## config.mk

```make
export PLATFORM = sky130hd
export DESIGN_NAME = uart_cmd_ctrl
export DESIGN_NICKNAME = d
export VERILOG_FILES = /design/src/rtl/uart_cmd_pkg.sv /design/src/rtl/uart_cmd_buf.sv /design/src/rtl/uart_cmd_ctrl.sv
export SDC_FILE = /design/constraint.sdc
export NUM_CORES = 1
export LEC_CHECK = 0
export ABC_AREA = 1
export CAP_MARGIN = 20
export CORE_AREA = 2 2 159 161
export CTS_CLUSTER_DIAMETER = 120
export DETAILED_ROUTE_END_ITERATION = 6
export DIE_AREA = 0 0 161 163
export PLACE_DENSITY_LB_ADDON = 0.25
export SETUP_SLACK_MARGIN = 0.5
export SLEW_MARGIN = 15
export SYNTH_ARGS = -nofsm -noshare
export SYNTH_HDL_FRONTEND = slang
export SYNTH_SLANG_ARGS = --single-unit
export TNS_END_PERCENT = 30
```

## constraint.sdc

```tcl
create_clock -name clk -period 4.75 [get_ports clk]
set_clock_uncertainty 0.2 [all_clocks]
set_input_delay 1.425 -clock clk [delete_from_list [all_inputs] [get_ports clk]]
set_output_delay 1.425 -clock clk [all_outputs]
set_load 0.01 [all_outputs]
```

## src/rtl/uart_cmd_pkg.sv

```systemverilog
// Shared types and constants for the UART command-framing controller.
//   state_e        : framing FSM states
//   ERR_*          : error codes reported on err_code
//   SYNC_BYTE_DEF  : default packet start marker
package uart_cmd_pkg;

  typedef enum logic [2:0] {
    ST_IDLE    = 3'd0,
    ST_ADDR    = 3'd1,
    ST_LEN     = 3'd2,
    ST_PAYLOAD = 3'd3,
    ST_CHK     = 3'd4,
    ST_DRAIN   = 3'd5
  } state_e;

  localparam logic [1:0] ERR_NONE    = 2'd0;
  localparam logic [1:0] ERR_LEN     = 2'd1;
  localparam logic [1:0] ERR_CHK     = 2'd2;
  localparam logic [1:0] ERR_TIMEOUT = 2'd3;

  localparam logic [7:0] SYNC_BYTE_DEF = 8'hA5;

endpackage

```

## src/rtl/uart_cmd_buf.sv

```systemverilog
// Payload buffer: DEPTH x 8 register file, synchronous write, combinational read.
//   clk      : system clock
//   we_i     : write enable
//   waddr_i  : write index
//   wdata_i  : write byte
//   raddr_i  : read index
//   rdata_o  : byte at raddr_i (0 when the index is outside the buffer)
module uart_cmd_buf
  import uart_cmd_pkg::*;
#(
  parameter int unsigned DEPTH = 16
) (
  input  logic       clk,
  input  logic       we_i,
  input  logic [7:0] waddr_i,
  input  logic [7:0] wdata_i,
  input  logic [7:0] raddr_i,
  output logic [7:0] rdata_o
);

  localparam int unsigned AW = (DEPTH > 1) ? $clog2(DEPTH) : 1;

  logic [7:0] mem_q [DEPTH];

  // Contents need no reset: every entry read in a drain was written by that packet.
  always_ff @(posedge clk) begin
    if (we_i && (waddr_i < 8'(DEPTH))) begin
      mem_q[waddr_i[AW-1:0]] <= wdata_i;
    end
  end

  assign rdata_o = (raddr_i < 8'(DEPTH)) ? mem_q[raddr_i[AW-1:0]] : 8'h00;

endmodule

```

## src/rtl/uart_cmd_ctrl.sv

```systemverilog
// UART command-framing controller: parses SYNC, ADDR, LEN, payload, CHK,
// buffers the payload and replays it as register writes once the XOR
// checksum matches.
//   clk, RSTn          : system clock, async active-low reset
//   rx_data, rx_irq    : received byte and byte-ready flag (rising edge = byte)
//   wr_en/addr/data    : one-cycle register write strobe
//   pkt_ok, pkt_err    : one-cycle packet status pulses
//   err_code           : last error code, held until the next error
//   busy               : FSM is not idle
//
// state      | meaning
// -----------+------------------------------------------------
// ST_IDLE    | waiting for SYNC_BYTE, other bytes dropped
// ST_ADDR    | waiting for base address byte
// ST_LEN     | waiting for payload length byte
// ST_PAYLOAD | storing payload bytes into the buffer
// ST_CHK     | waiting for checksum byte
// ST_DRAIN   | one register write per cycle, then pkt_ok
module uart_cmd_ctrl
  import uart_cmd_pkg::*;
#(
  parameter logic [7:0]  SYNC_BYTE   = SYNC_BYTE_DEF,
  parameter int unsigned MAX_LEN     = 16,
  parameter int unsigned TIMEOUT_CYC = 50000
) (
  input  logic       clk,
  input  logic       RSTn,
  input  logic [7:0] rx_data,
  input  logic       rx_irq,
  output logic       wr_en,
  output logic [7:0] wr_addr,
  output logic [7:0] wr_data,
  output logic       pkt_ok,
  output logic       pkt_err,
  output logic [1:0] err_code,
  output logic       busy
);

  localparam int unsigned   TW       = (TIMEOUT_CYC > 2) ? $clog2(TIMEOUT_CYC) : 1;
  localparam logic [TW-1:0] TMR_LOAD = TW'(TIMEOUT_CYC - 1);

  state_e        state_q, state_d;
  logic          irq_q;
  logic [7:0]    base_q, base_d, len_q, len_d, chk_q, chk_d, idx_q, idx_d;
  logic [TW-1:0] tmr_q, tmr_d;
  logic          pend_vld_q, pend_vld_d;
  logic [7:0]    pend_byte_q, pend_byte_d;
  logic          wr_en_q, wr_en_d, pkt_ok_q, pkt_ok_d, pkt_err_q, pkt_err_d;
  logic [7:0]    wr_addr_q, wr_addr_d, wr_data_q, wr_data_d;
  logic [1:0]    err_code_q, err_code_d;

  logic          ev, use_pend, in_vld, active, tmo, buf_we;
  logic [7:0]    in_byte, buf_rdata;

  assign ev = rx_irq & ~irq_q;

  uart_cmd_buf #(.DEPTH(MAX_LEN)) u_buf (
    .clk     (clk),
    .we_i    (buf_we),
    .waddr_i (idx_q),
    .wdata_i (in_byte),
    .raddr_i (idx_q),
    .rdata_o (buf_rdata)
  );

  always_comb begin
    // A byte parked during the drain is replayed as the first IDLE event.
    use_pend    = (state_q == ST_IDLE) && pend_vld_q;
    in_vld      = ev | use_pend;
    in_byte     = use_pend ? pend_byte_q : rx_data;
    active      = (state_q inside {ST_ADDR, ST_LEN, ST_PAYLOAD, ST_CHK});
    tmo         = active && !in_vld && (tmr_q == '0);

    state_d     = state_q;
    base_d      = base_q;
    len_d       = len_q;
    chk_d       = chk_q;
    idx_d       = idx_q;
    tmr_d       = tmr_q;
    pend_vld_d  = pend_vld_q;
    pend_byte_d = pend_byte_q;
    wr_en_d     = 1'b0;
    wr_addr_d   = 8'h00;
    wr_data_d   = 8'h00;
    pkt_ok_d    = 1'b0;
    pkt_err_d   = 1'b0;
    err_code_d  = err_code_q;
    buf_we      = 1'b0;

    // A byte event on the same cycle as expiry wins because tmo excludes in_vld.
    if (in_vld) tmr_d = TMR_LOAD;
    else if (active && !tmo) tmr_d = tmr_q - 1'b1;

    case (state_q)
      ST_IDLE: begin
        if (use_pend) begin
          pend_vld_d = ev;
          if (ev) pend_byte_d = rx_data;
        end
        if (in_vld && (in_byte == SYNC_BYTE)) state_d = ST_ADDR;
      end
      ST_ADDR: if (in_vld) begin
        base_d  = in_byte;
        chk_d   = in_byte;
        state_d = ST_LEN;
      end
      ST_LEN: if (in_vld) begin
        if ((in_byte == 8'h00) || (in_byte > 8'(MAX_LEN))) begin
          pkt_err_d  = 1'b1;
          err_code_d = ERR_LEN;
          state_d    = ST_IDLE;
        end else begin
          len_d   = in_byte;
          chk_d   = chk_q ^ in_byte;
          idx_d   = 8'h00;
          state_d = ST_PAYLOAD;
        end
      end
      ST_PAYLOAD: if (in_vld) begin
        buf_we = 1'b1;
        chk_d  = chk_q ^ in_byte;
        idx_d  = idx_q + 8'd1;
        if (idx_q + 8'd1 == len_q) state_d = ST_CHK;
      end
      ST_CHK: if (in_vld) begin
        if (in_byte == chk_q) begin
          idx_d   = 8'h00;
          state_d = ST_DRAIN;
        end else begin
          pkt_err_d  = 1'b1;
          err_code_d = ERR_CHK;
          state_d    = ST_IDLE;
        end
      end
      ST_DRAIN: begin
        if (ev) begin
          pend_vld_d  = 1'b1;
          pend_byte_d = rx_data;
        end
        // idx == len is the extra cycle that carries pkt_ok after the last write.
        if (idx_q == len_q) begin
          pkt_ok_d = 1'b1;
          state_d  = ST_IDLE;
        end else begin
          wr_en_d   = 1'b1;
          wr_addr_d = base_q + idx_q;
          wr_data_d = buf_rdata;
          idx_d     = idx_q + 8'd1;
        end
      end
      default: state_d = ST_IDLE;
    endcase

    if (tmo) begin
      pkt_err_d  = 1'b1;
      err_code_d = ERR_TIMEOUT;
      state_d    = ST_IDLE;
    end
  end

  always_ff @(posedge clk or negedge RSTn) begin
    if (!RSTn) begin
      state_q     <= ST_IDLE;
      irq_q       <= 1'b0;
      base_q      <= 8'h00;
      len_q       <= 8'h00;
      chk_q       <= 8'h00;
      idx_q       <= 8'h00;
      tmr_q       <= '0;
      pend_vld_q  <= 1'b0;
      pend_byte_q <= 8'h00;
      wr_en_q     <= 1'b0;
      wr_addr_q   <= 8'h00;
      wr_data_q   <= 8'h00;
      pkt_ok_q    <= 1'b0;
      pkt_err_q   <= 1'b0;
      err_code_q  <= ERR_NONE;
    end else begin
      state_q     <= state_d;
      irq_q       <= rx_irq;
      base_q      <= base_d;
      len_q       <= len_d;
      chk_q       <= chk_d;
      idx_q       <= idx_d;
      tmr_q       <= tmr_d;
      pend_vld_q  <= pend_vld_d;
      pend_byte_q <= pend_byte_d;
      wr_en_q     <= wr_en_d;
      wr_addr_q   <= wr_addr_d;
      wr_data_q   <= wr_data_d;
      pkt_ok_q    <= pkt_ok_d;
      pkt_err_q   <= pkt_err_d;
      err_code_q  <= err_code_d;
    end
  end

  assign wr_en    = wr_en_q;
  assign wr_addr  = wr_addr_q;
  assign wr_data  = wr_data_q;
  assign pkt_ok   = pkt_ok_q;
  assign pkt_err  = pkt_err_q;
  assign err_code = err_code_q;
  assign busy     = (state_q != ST_IDLE);

endmodule

```

## After elaboration in Yosys (flattened, before gate mapping)

Memory sizes are Yosys's and may differ from the RTL's.
Index checks and enable logic that the tools add are counted.
Widths: inputs -> output; s select.

| word-level totals | value |
|---|---|
| memories kept | 1 |
| flip-flop bits (word level) | 82 |
| logic and storage cells | 137 |
| input port bits | 11 |
| bits in writable memories | 128 |

Memories:

| name | depth | width | rd ports | clocked after memory_dff | wr ports | RTL line | RTL |
|---|---|---|---|---|---|---|---|
| u_buf.mem_q | 16 | 8 | 1 | 0 | 1 | uart_cmd_buf.sv:23 | `logic [7:0] mem_q [DEPTH];` |

| operators by class | value |
|---|---|
| reduce and logical (&&, ||, !) cells | 27 |
| equality and inequality tests | 27 |
| bitwise operators | 5 |
| order comparisons | 2 |
| $add $sub $neg | 3 |
| mux-type cells | 57 |

Operators with widths:

| cell | number |
|---|---|
| $mux 8 | 18 |
| $mux 16 | 2 |
| $pmux 8 s4 | 1 |
| $mux 3 | 9 |
| $eq 8x8->1 | 3 |
| $pmux 8 s3 | 1 |
| $ne 3x3->1 const B | 6 |
| $pmux 3 s6 | 1 |
| $logic_not 16->1 | 1 |
| $ne 2x2->1 const B | 8 |
| $pmux 8 s2 | 1 |
| $sub 16x1->16 const B | 1 |
| $mux 1 | 15 |
| $reduce_and 7->1 | 2 |
| $mux 2 | 6 |
| $reduce_and 5->1 | 2 |
| $ne 3x2->1 const B | 3 |
| $reduce_bool 3->1 | 3 |
| $add 8x1->8 const B | 1 |
| $add 8x8->8 | 1 |
| $eq 8x8->1 const B | 1 |
| $gt 8x5->1 const B | 1 |
| $logic_not 8->1 | 1 |
| $lt 8x5->1 const B | 1 |
| other kinds (18) | 32 |

## Depth between registers and ports, before layout

Gate-level depths: netlist of the first run.

| logic depth | value |
|---|---|
| depth in word-level cells | 10 |
| gate-level depth with buffers | 15 |
| depth with buffers taken out | 14 |

## By module

Synthesis of the first run repeated with hierarchy kept, for this count alone.

| second synthesis, totals | value |
|---|---|
| cell total of the unflattened synthesis | 1178 |
| area total of the unflattened synthesis | 10368.7 µm² |

Modules (own cells, without submodules):

| module | cells each | seq. area each (µm²) | times used | area an instance (µm²) |
|---|---|---|---|---|
| uart_cmd_buf | 534 | 3843.7 | 1 | 5546.6 |
| uart_cmd_ctrl | 644 | 2052.0 | 1 | 4822.1 |

## Least setup slack after synthesis of the first run

Ideal clock, no wire load.

| path | value |
|---|---|
| path kind | input-to-reg |
| from | input port rx_irq |
| to | memory u_buf.mem_q[12][0] (enable) |
| arrival | 2.772 ns |
| setup slack | 1.408 ns |
| required time | 4.180 ns |
| stages | 9 |
| path through | inv_1 > nor2_1 > inv_1 > nand2_4 > buf_1 > nand2_1 > inv_1 > nand2_1 > nor2_1 |

| between the ends | value |
|---|---|
| cells in the longest elaborated chain, start to end | 7 |

Ends and longest elaborated chain:

| element | RTL line | RTL |
|---|---|---|
| start, declared | uart_cmd_ctrl.sv:29 | `input logic rx_irq,` |
| $and 1x1->1 | uart_cmd_ctrl.sv:55 | `assign ev = rx_irq & ~irq_q;` |
| $or 1x1->1 | uart_cmd_ctrl.sv:69 | `in_vld = ev \| use_pend;` |
| $mux 1 | uart_cmd_ctrl.sv:119 | `ST_PAYLOAD: if (in_vld) begin` |
| $mux 1 | uart_cmd_ctrl.sv:94 | `case (state_q)` |
| $logic_and 1x1->1 | uart_cmd_buf.sv:27 | `if (we_i && (waddr_i < 8'(DEPTH))) begin` |
| $mux 1 | uart_cmd_buf.sv:27 |  |
| $mux 1 (implied by the code) | uart_cmd_buf.sv:28 | `mem_q[waddr_i[AW-1:0]] <= wdata_i;` |
| end, declared | uart_cmd_buf.sv:23 |  |

No other way between the ends.

## Final worst setup path of the first run

| path | value |
|---|---|
| from | register state_q[1] |
| to | output port busy |

| between the ends | value |
|---|---|
| cells in the longest elaborated chain, start to end | 1 |

Ends and longest elaborated chain:

| element | RTL line | RTL |
|---|---|---|
| start, declared | uart_cmd_ctrl.sv:42 | `state_e state_q, state_d;` |
| start signal, assigned | uart_cmd_ctrl.sv:179 | `state_q <= state_d;` |
| $reduce_bool 3->1 | uart_cmd_ctrl.sv:203 | `assign busy = (state_q != ST_IDLE);` |
| end, declared | uart_cmd_ctrl.sv:36 | `output logic busy` |

No other way between the ends.

==> results of run 1 <==
==> cell families (layout without fill, tap and decap cells) <==
family	after synthesis	count (layout)	synth area share
flops	210	210	0.607
simple gates	426	426	0.191
mux	4	4	0.00464
xor+xnor	22	22	0.0198
fa+ha+maj	15	15	0.0201
compound gates	190	190	0.108
buf+inv	113	159	0.0485
==> sequential cells by signal, summed over array words and instances, names as in the netlist <==
register and cells:
tmr_q 16, irq_q 1, pend_vld_q 1, idx_q 8, wr_en 1, state_q 3, chk_q 8, pkt_err 1
pend_byte_q 8, err_code 2, wr_data 8, base_q 8, wr_addr 8, pkt_ok 1, len_q 8, u_buf.mem_q 128
==> Yosys cell counts, types with 11 or more instances <==
| cell type | count |
|---|---|
| clkbuf_1 | 27 |
| ha_1 | 14 |
| a21oi_1 | 19 |
| nand2_1 | 200 |
| o21ai_1 | 27 |
| inv_1 | 63 |
| edfxtp_1 | 128 |
| dfrtp_1 | 82 |
| nor2_1 | 116 |
| o22ai_1 | 32 |
| nor3_1 | 11 |
| nand4_1 | 17 |
| nand3_1 | 52 |
| o21ai_0 | 95 |
| xnor2_1 | 12 |
==> worst min-delay path: stages (launching register included) <==
cell	delay [ns]
dfrtp_1	0.35
nand2_1	0.05
nand2_1	0.05
==> stage by stage <==
stage / total power [mW] / setup slack (ns) / util
detailed placement: 3.67 / 0.667 / 0.418
CTS: 5.49 / 1.14 / 0.450
global placement: 3.67 / 0.720 / 0.418
floorplan: 3.32 / 1.41 / -
finish: 5.46 / 1.16 / 0.451
global route: 5.79 / 1.00 / 0.451
==> final timing paths <==
path,slack (ns),from,end
max in group asynchronous,2.70,RSTn,wr_data[6]
min reg2reg,0.28,pend_byte_q[7],pend_byte_q[7]
max,1.16,state_q[1],busy
min in group asynchronous,0.83,RSTn,pkt_ok
max reg2reg,1.72,state_q[1],len_q[1]
min,0.28,pend_byte_q[7],pend_byte_q[7]
==> routing by layer <==
metal | vias up | track usage | share of wire
li1 | 3438 | - | -
met1 | 3371 | 0.255 | 0.45
met2 | 255 | 0.292 | 0.46
met3 | 30 | 0.0300 | 0.068
met4 | 0 | 0.0528 | 0.019
met5 | - | 0.00947 | 0
==> power groups by stage <==
stage | combinational, mW | sequential (mW) | clock [mW]
after global routing | 1.53 | 2.34 | 1.92
after CTS | 1.31 | 2.34 | 1.84
after global placement | 1.30 | 2.37 | 0
after detailed placement | 1.30 | 2.37 | 0
final | 1.34 | 2.32 | 1.80
after floorplan | 1.03 | 2.29 | 0
==> cells in the final DEF (no fill, tap or decap), types with 8 or more instances in the layout <==
master           netlist  routed
nand2_1              200     200
edfxtp_1             128     128
nor2_1               116     116
o21ai_0               95      95
dfrtp_1               82      81
inv_1                 63      62
nand3_1               52      52
o22ai_1               32      32
clkdlybuf4s50_1        0      31
o21ai_1               27      27
clkbuf_16              0      26
a21oi_1               19      19
nand4_1               17      17
ha_1                  14      14
xnor2_1               12      12
nor3_1                11      11
buf_4                  0      11
xor2_1                10      10
clkinv_1               3      10
a41oi_1                8       8
==> final cells by class <==
type | instances | area (um^2)
Clock buffer | 30 | 686
Clock inverter | 14 | 96.3
Fill cell | 2377 | 13600
Inverter | 72 | 270
Multi-Input combinational cell | 657 | 3340
Sequential cell | 210 | 5900
Tap cell | 330 | 413
Timing Repair Buffer | 43 | 413
==> impl_results.md, run 1 <==
- Fin Hold WS: between 0.2 and 0.3 ns
- Initial DRC Count: 588
- Vias in the first global route: 6828
- # rows: 58
- Syn Nets: 1006
- Placed Area: ~10000 um^2
- TritonRoute pass-1 iters: 5
- Max cap viols: 0
- Internal power: 3.67 mW
- Seq/Total Area, Yosys: 0.607
- DRC Markers: 0
- Largest net degree at the start of global routing: 72
- Syn Area/Cell: 9.90 um^2
- Cts repair resizes: 0
- GRT Util Overall: 0.182
- Clock share of power: 0.330
- Syn Inst Count: 980
- Via count: 7094
- CTS tree: built
- Die ar.: 26200 um^2
- VDD IR max: 0.393 mV
- Ant. Diodes: 0
- Via density per instance: 5.23
- Top FF cell, synth: edfxtp_1
- Mapped cell area: 9710 um^2
- Worst-Skew Late Latency: ~0.52 ns
- Top-area cell type share of the netlist area: 0.396
- CP Max Fanout: 13
- Slew Limit Headroom: 0.418
- Min Tclk post-route: 3.59 ns
- Detailed-route wire length per cell: between 15 and 20 um
- EDFF count, synth: 128
- CP Buf/Inv Count: 1
- RSZ-0062 raised after global routing: no
- CP Depth: 3
- Worst-path clk slew: 0.06 ns
- Hold Path Depth: 2
- Setup_tns: 0 ns
- Family with the most delay on the worst path: buffers and inverters
- Setup CP Type: flip-flop to output port
- CTS H-tree lvls: 1
- Period utilization: 0.757
- Die X: around 160 um
- Worst setup EP type: output port
- Final count of hold timing violations: 0
- Synthesized flop and latch total: 210
- Worst path max stage delay: 0.52 ns
- Status: finished clean
- PortBufs: 32
- Num CTS Buffers: 24
- Finished Layout Cells: 1356
- Combinational power share: 0.245
- Cells after DPL: 1311
- Initial antenna violation count: 0
- Sw Pwr: about 1.8 mW
- Post-detailed-route count of antenna-violating nets: 0
- Startpoint Class: flip-flop
- Warnings, synthesis: 0
- Post-synth ARST share: 0.390
- Top post-synthesis cells by area: edfxtp_1 (40%), dfrtp_1 (21%), nand2_1 (7.7%)
- Max Buffers Root-to-Sink: 3
- Initial Util: 0.393
- Cell taking the most area after synthesis: edfxtp_1
- Worst-path cell chain: nor2_4 > nand2_1 > clkdlybuf4s50_1
- Die H: 163 um
- Core area: 24700 um^2
- Final Cell Area: 11100 um^2
- Leakage: roughly 4.4 nW
- Clock root buffer: clkbuf_16
- Fraction of layout cells with a size suffix above 1: 0.0789
- Placer congestion estimate: just under 0.9
- Worst r2r path cells: 8
- Setup violators final: 0
- Final Slew Violations: 0
- Worst Hold Class: flip-flop to flip-flop
- Congestion Overflow GR: 0
- Hpwl dp: between 15000 and 20000 um
- Top achievable clock speed: 278 MHz
- Slowest CP cell: clkdlybuf4s50_1
- Actual slew at the worst max-slew pin: 0.872 ns
- Global-route wire length before repair: 37800 um
- Hold_buf cts: 0
- # IOs: 33
- Post-CTS setup repair buffer count: 0
- Area Overhead vs Synth: 14.5%
- CP Data Required Time: 3.12 ns
- Switching Share: 0.328
- PD cells: 491 nW/um^2
- Reg power frac: 0.424
- Final #Nets: a little over 1k
- Arr. time, crit path: approximately 2 ns
- Clk sinks: 210
- Unique masters post-synth: 41
- Final WL: 23700 um
Power figures use the tool's default switching activity.
==> run 2, diff against run 1 <==
Clock period 4.75 ns to 3.56 ns, I/O delays scaled along.
==> impl_results.md, run 2 (synthesized netlist as in run 1, its figures left out) <==
- Status: finished clean (unchanged)
- Worst-Skew Late Latency: 0.53 ns (was 0.52 ns)
- CP Buf/Inv Count: 1 (unchanged)
- Die H: 163 um (unchanged)
- Worst setup EP type: flip-flop (was output port)
- Sw Pwr: 2.38 mW (was 1.79 mW)
- Worst Hold Class: flip-flop to flip-flop (unchanged)
- Final #Nets: 1062 (was 1034)
- Clock root buffer: clkbuf_16 (unchanged)
- Die ar.: 26200 um^2 (unchanged)
- Final WL: 22800 um (was 23700 um)
- # rows: 58 (unchanged)
- Initial antenna violation count: 0 (unchanged)
- Ant. Diodes: 0 (unchanged)
- Final Slew Violations: 0 (unchanged)
- Reg power frac: 0.422 (was 0.424)
- Setup CP Type: flip-flop to flip-flop (was flip-flop to output port)
- Max Buffers Root-to-Sink: 3 (unchanged)
- Worst-path clk slew: 0.06 ns (about the same)
- TritonRoute pass-1 iters: 5 (unchanged)
- R2R Setup Slk: 0.80 ns (was 1.72 ns)
- Global-route wire length before repair: 36900 um (was 37800 um)
- Min Tclk post-route: 2.76 ns
- Congestion Overflow GR: 0 (unchanged)
- Final count of hold timing violations: 0 (unchanged)
- Hold_buf cts: 0 (unchanged)
- Actual slew at the worst max-slew pin: 0.669 ns (was 0.872 ns)
- Die X: 161 um (unchanged)
- Top achievable clock speed: 363 MHz
- Internal power: 4.88 mW (was 3.67 mW)
- Placer congestion estimate: 0.825 (was 0.878)
- Core area: 24700 um^2 (unchanged)
- Hpwl dp: 15000 um (was 15500 um)
- Combinational power share: 0.251 (was 0.245)
- PD cells: 641 nW/um^2 (was 491 nW/um^2)
- CP Max Fanout: 12 (was 13)
- Initial Util: 0.393 (unchanged)
- Worst-path cell chain: nor2_4 > buf_4 > nand3_2 > nand2_1 > nand2_2 > nor2_1 > nand3_1 > nand2_1 > nand3_1 > nand3_1 > nand2_1 > nand2_1 > nand2_1 (was nor2_4 > nand2_1 > clkdlybuf4s50_1)
- Period utilization: 0.775
- Initial DRC Count: 469 (was 588)
- Max cap viols: 0 (unchanged)
- Startpoint Class: flip-flop (unchanged)
- Switching Share: 0.328 (about the same)
- Leakage: 4.59 nW (was 4.44 nW)
- Family with the most delay on the worst path: simple AND/OR/NAND/NOR gates (was buffers and inverters)
- # IOs: 33 (unchanged)
- Vias in the first global route: 6861 (was 6828)
- Slew Limit Headroom: 0.554 (was 0.418)
- Fin Hold WS: 0.280 ns (was 0.279 ns)
- RSZ-0062 raised after global routing: no (unchanged)
- Commonest non-fill, non-tap cells in the layout: nand2_1 (200), edfxtp_1 (128), nor2_1 (116), o21ai_0 (95), dfrtp_1 (79) (was nand2_1 (200), edfxtp_1 (128), nor2_1 (116), o21ai_0 (95), dfrtp_1 (81))
- Worst path max stage delay: 0.45 ns (was 0.52 ns)
- PortBufs: 32 (unchanged)
- VDD IR max: 0.356 mV (was 0.393 mV)
- Arr. time, crit path: 2.95 ns (was 1.97 ns)
- Area Overhead vs Synth: 16.6% (was 14.5%)
- Most common cell after layout, fill and taps aside: nand2_1 (unchanged)
- GRT Util Overall: 0.176 (was 0.182)
- CTS H-tree lvls: 1 (unchanged)
- Setup_tns: 0 ns (unchanged)
- Largest net degree at the start of global routing: 67 (was 72)
- Largest register FFs: 128 (unchanged)
- Via count: 7044 (was 7094)
- Post-detailed-route count of antenna-violating nets: 0 (unchanged)
- Num CTS Buffers: 24 (unchanged)
- Detailed-route wire length per cell: 16.5 um (was 17.5 um)
- DRC Markers: 0 (unchanged)
- Clock share of power: 0.328 (was 0.330)
- CTS tree: built (unchanged)
- Via density per instance: 5.09 (was 5.23)
- CP Data Required Time: 3.75 ns (was 3.12 ns)
- Fraction of layout cells with a size suffix above 1: 0.107 (was 0.0789)
- Clk sinks: 210 (unchanged)
- Setup violators final: 0 (unchanged)
- Slowest CP cell: dfrtp_2 (was clkdlybuf4s50_1)
- CP dominant cell by count: nand2_1
==> run 2: metrics by stage <==
stage	worst slack (ns)	area (um^2)	cells	power (mW)	util
2_1_floorplan	0.575	9710	980	4.43	-
3_3_place_gp	0.351	10500	1338	4.90	0.427
3_5_place_dp	0.292	10500	1338	4.91	0.427
4_1_cts	0.530	11300	1384	7.32	0.459
5_1_grt	0.538	11300	1384	7.69	0.459
6_report	0.802	11300	1384	7.26	0.459
==> run 2: per-layer routing <==
layer	vias to the layer above	GRT usage	wire [um]
met4	0	0.0381	321
met1	3380	0.246	10500
met5	-	0	0
li1	3485	-	-
met3	23	0.0262	1140
met2	156	0.294	10900
==> run 2: cell type report <==
class / instances / area (um^2)
clock buffers: 28 / 616
clock inverters: 16 / 148
fillers: 2373 / 13400
inverters: 72 / 275
multi-input cells: 657 / 3340
flip-flops and latches: 210 / 5900
well taps: 330 / 413
repair buffers: 71 / 626
==> run 2: worst paths after layout <==
check / start / to / depth (start not counted)
max: state_q[1] / err_code[0] / 13
min: pend_byte_q[7] / pend_byte_q[7] / 2
max reg2reg: state_q[1] / err_code[0] / 13
min reg2reg: pend_byte_q[7] / pend_byte_q[7] / 2
max in group asynchronous: RSTn / err_code[1] / 2
min in group asynchronous: RSTn / chk_q[5] / 1
==> run 2: repair_timing <==
item / CTS / global route
setup buffers: 2 / 0
pin swaps: 1 / 0
gates resized for setup: 3 / 2
setup endpoints to repair: 1 / 1
==> run 2: power groups by stage <==
stage	Sequential, mW	Clock (mW)	Combinational, mW
5_1_grt	3.09	2.51	2.09
4_1_cts	3.06	2.42	1.84
2_1_floorplan	3.05	0	1.37
6_report	3.06	2.38	1.82
3_3_place_gp	3.10	0	1.80
3_5_place_dp	3.10	0	1.81
==> run 2: worst reg2reg max path, delay by kind of cell, from the launching register on <==
kind	cells	cell delay (ns)
buffers and inverters	1	0.19
DFF	1	0.45
and+or+nand+nor	12	1.82
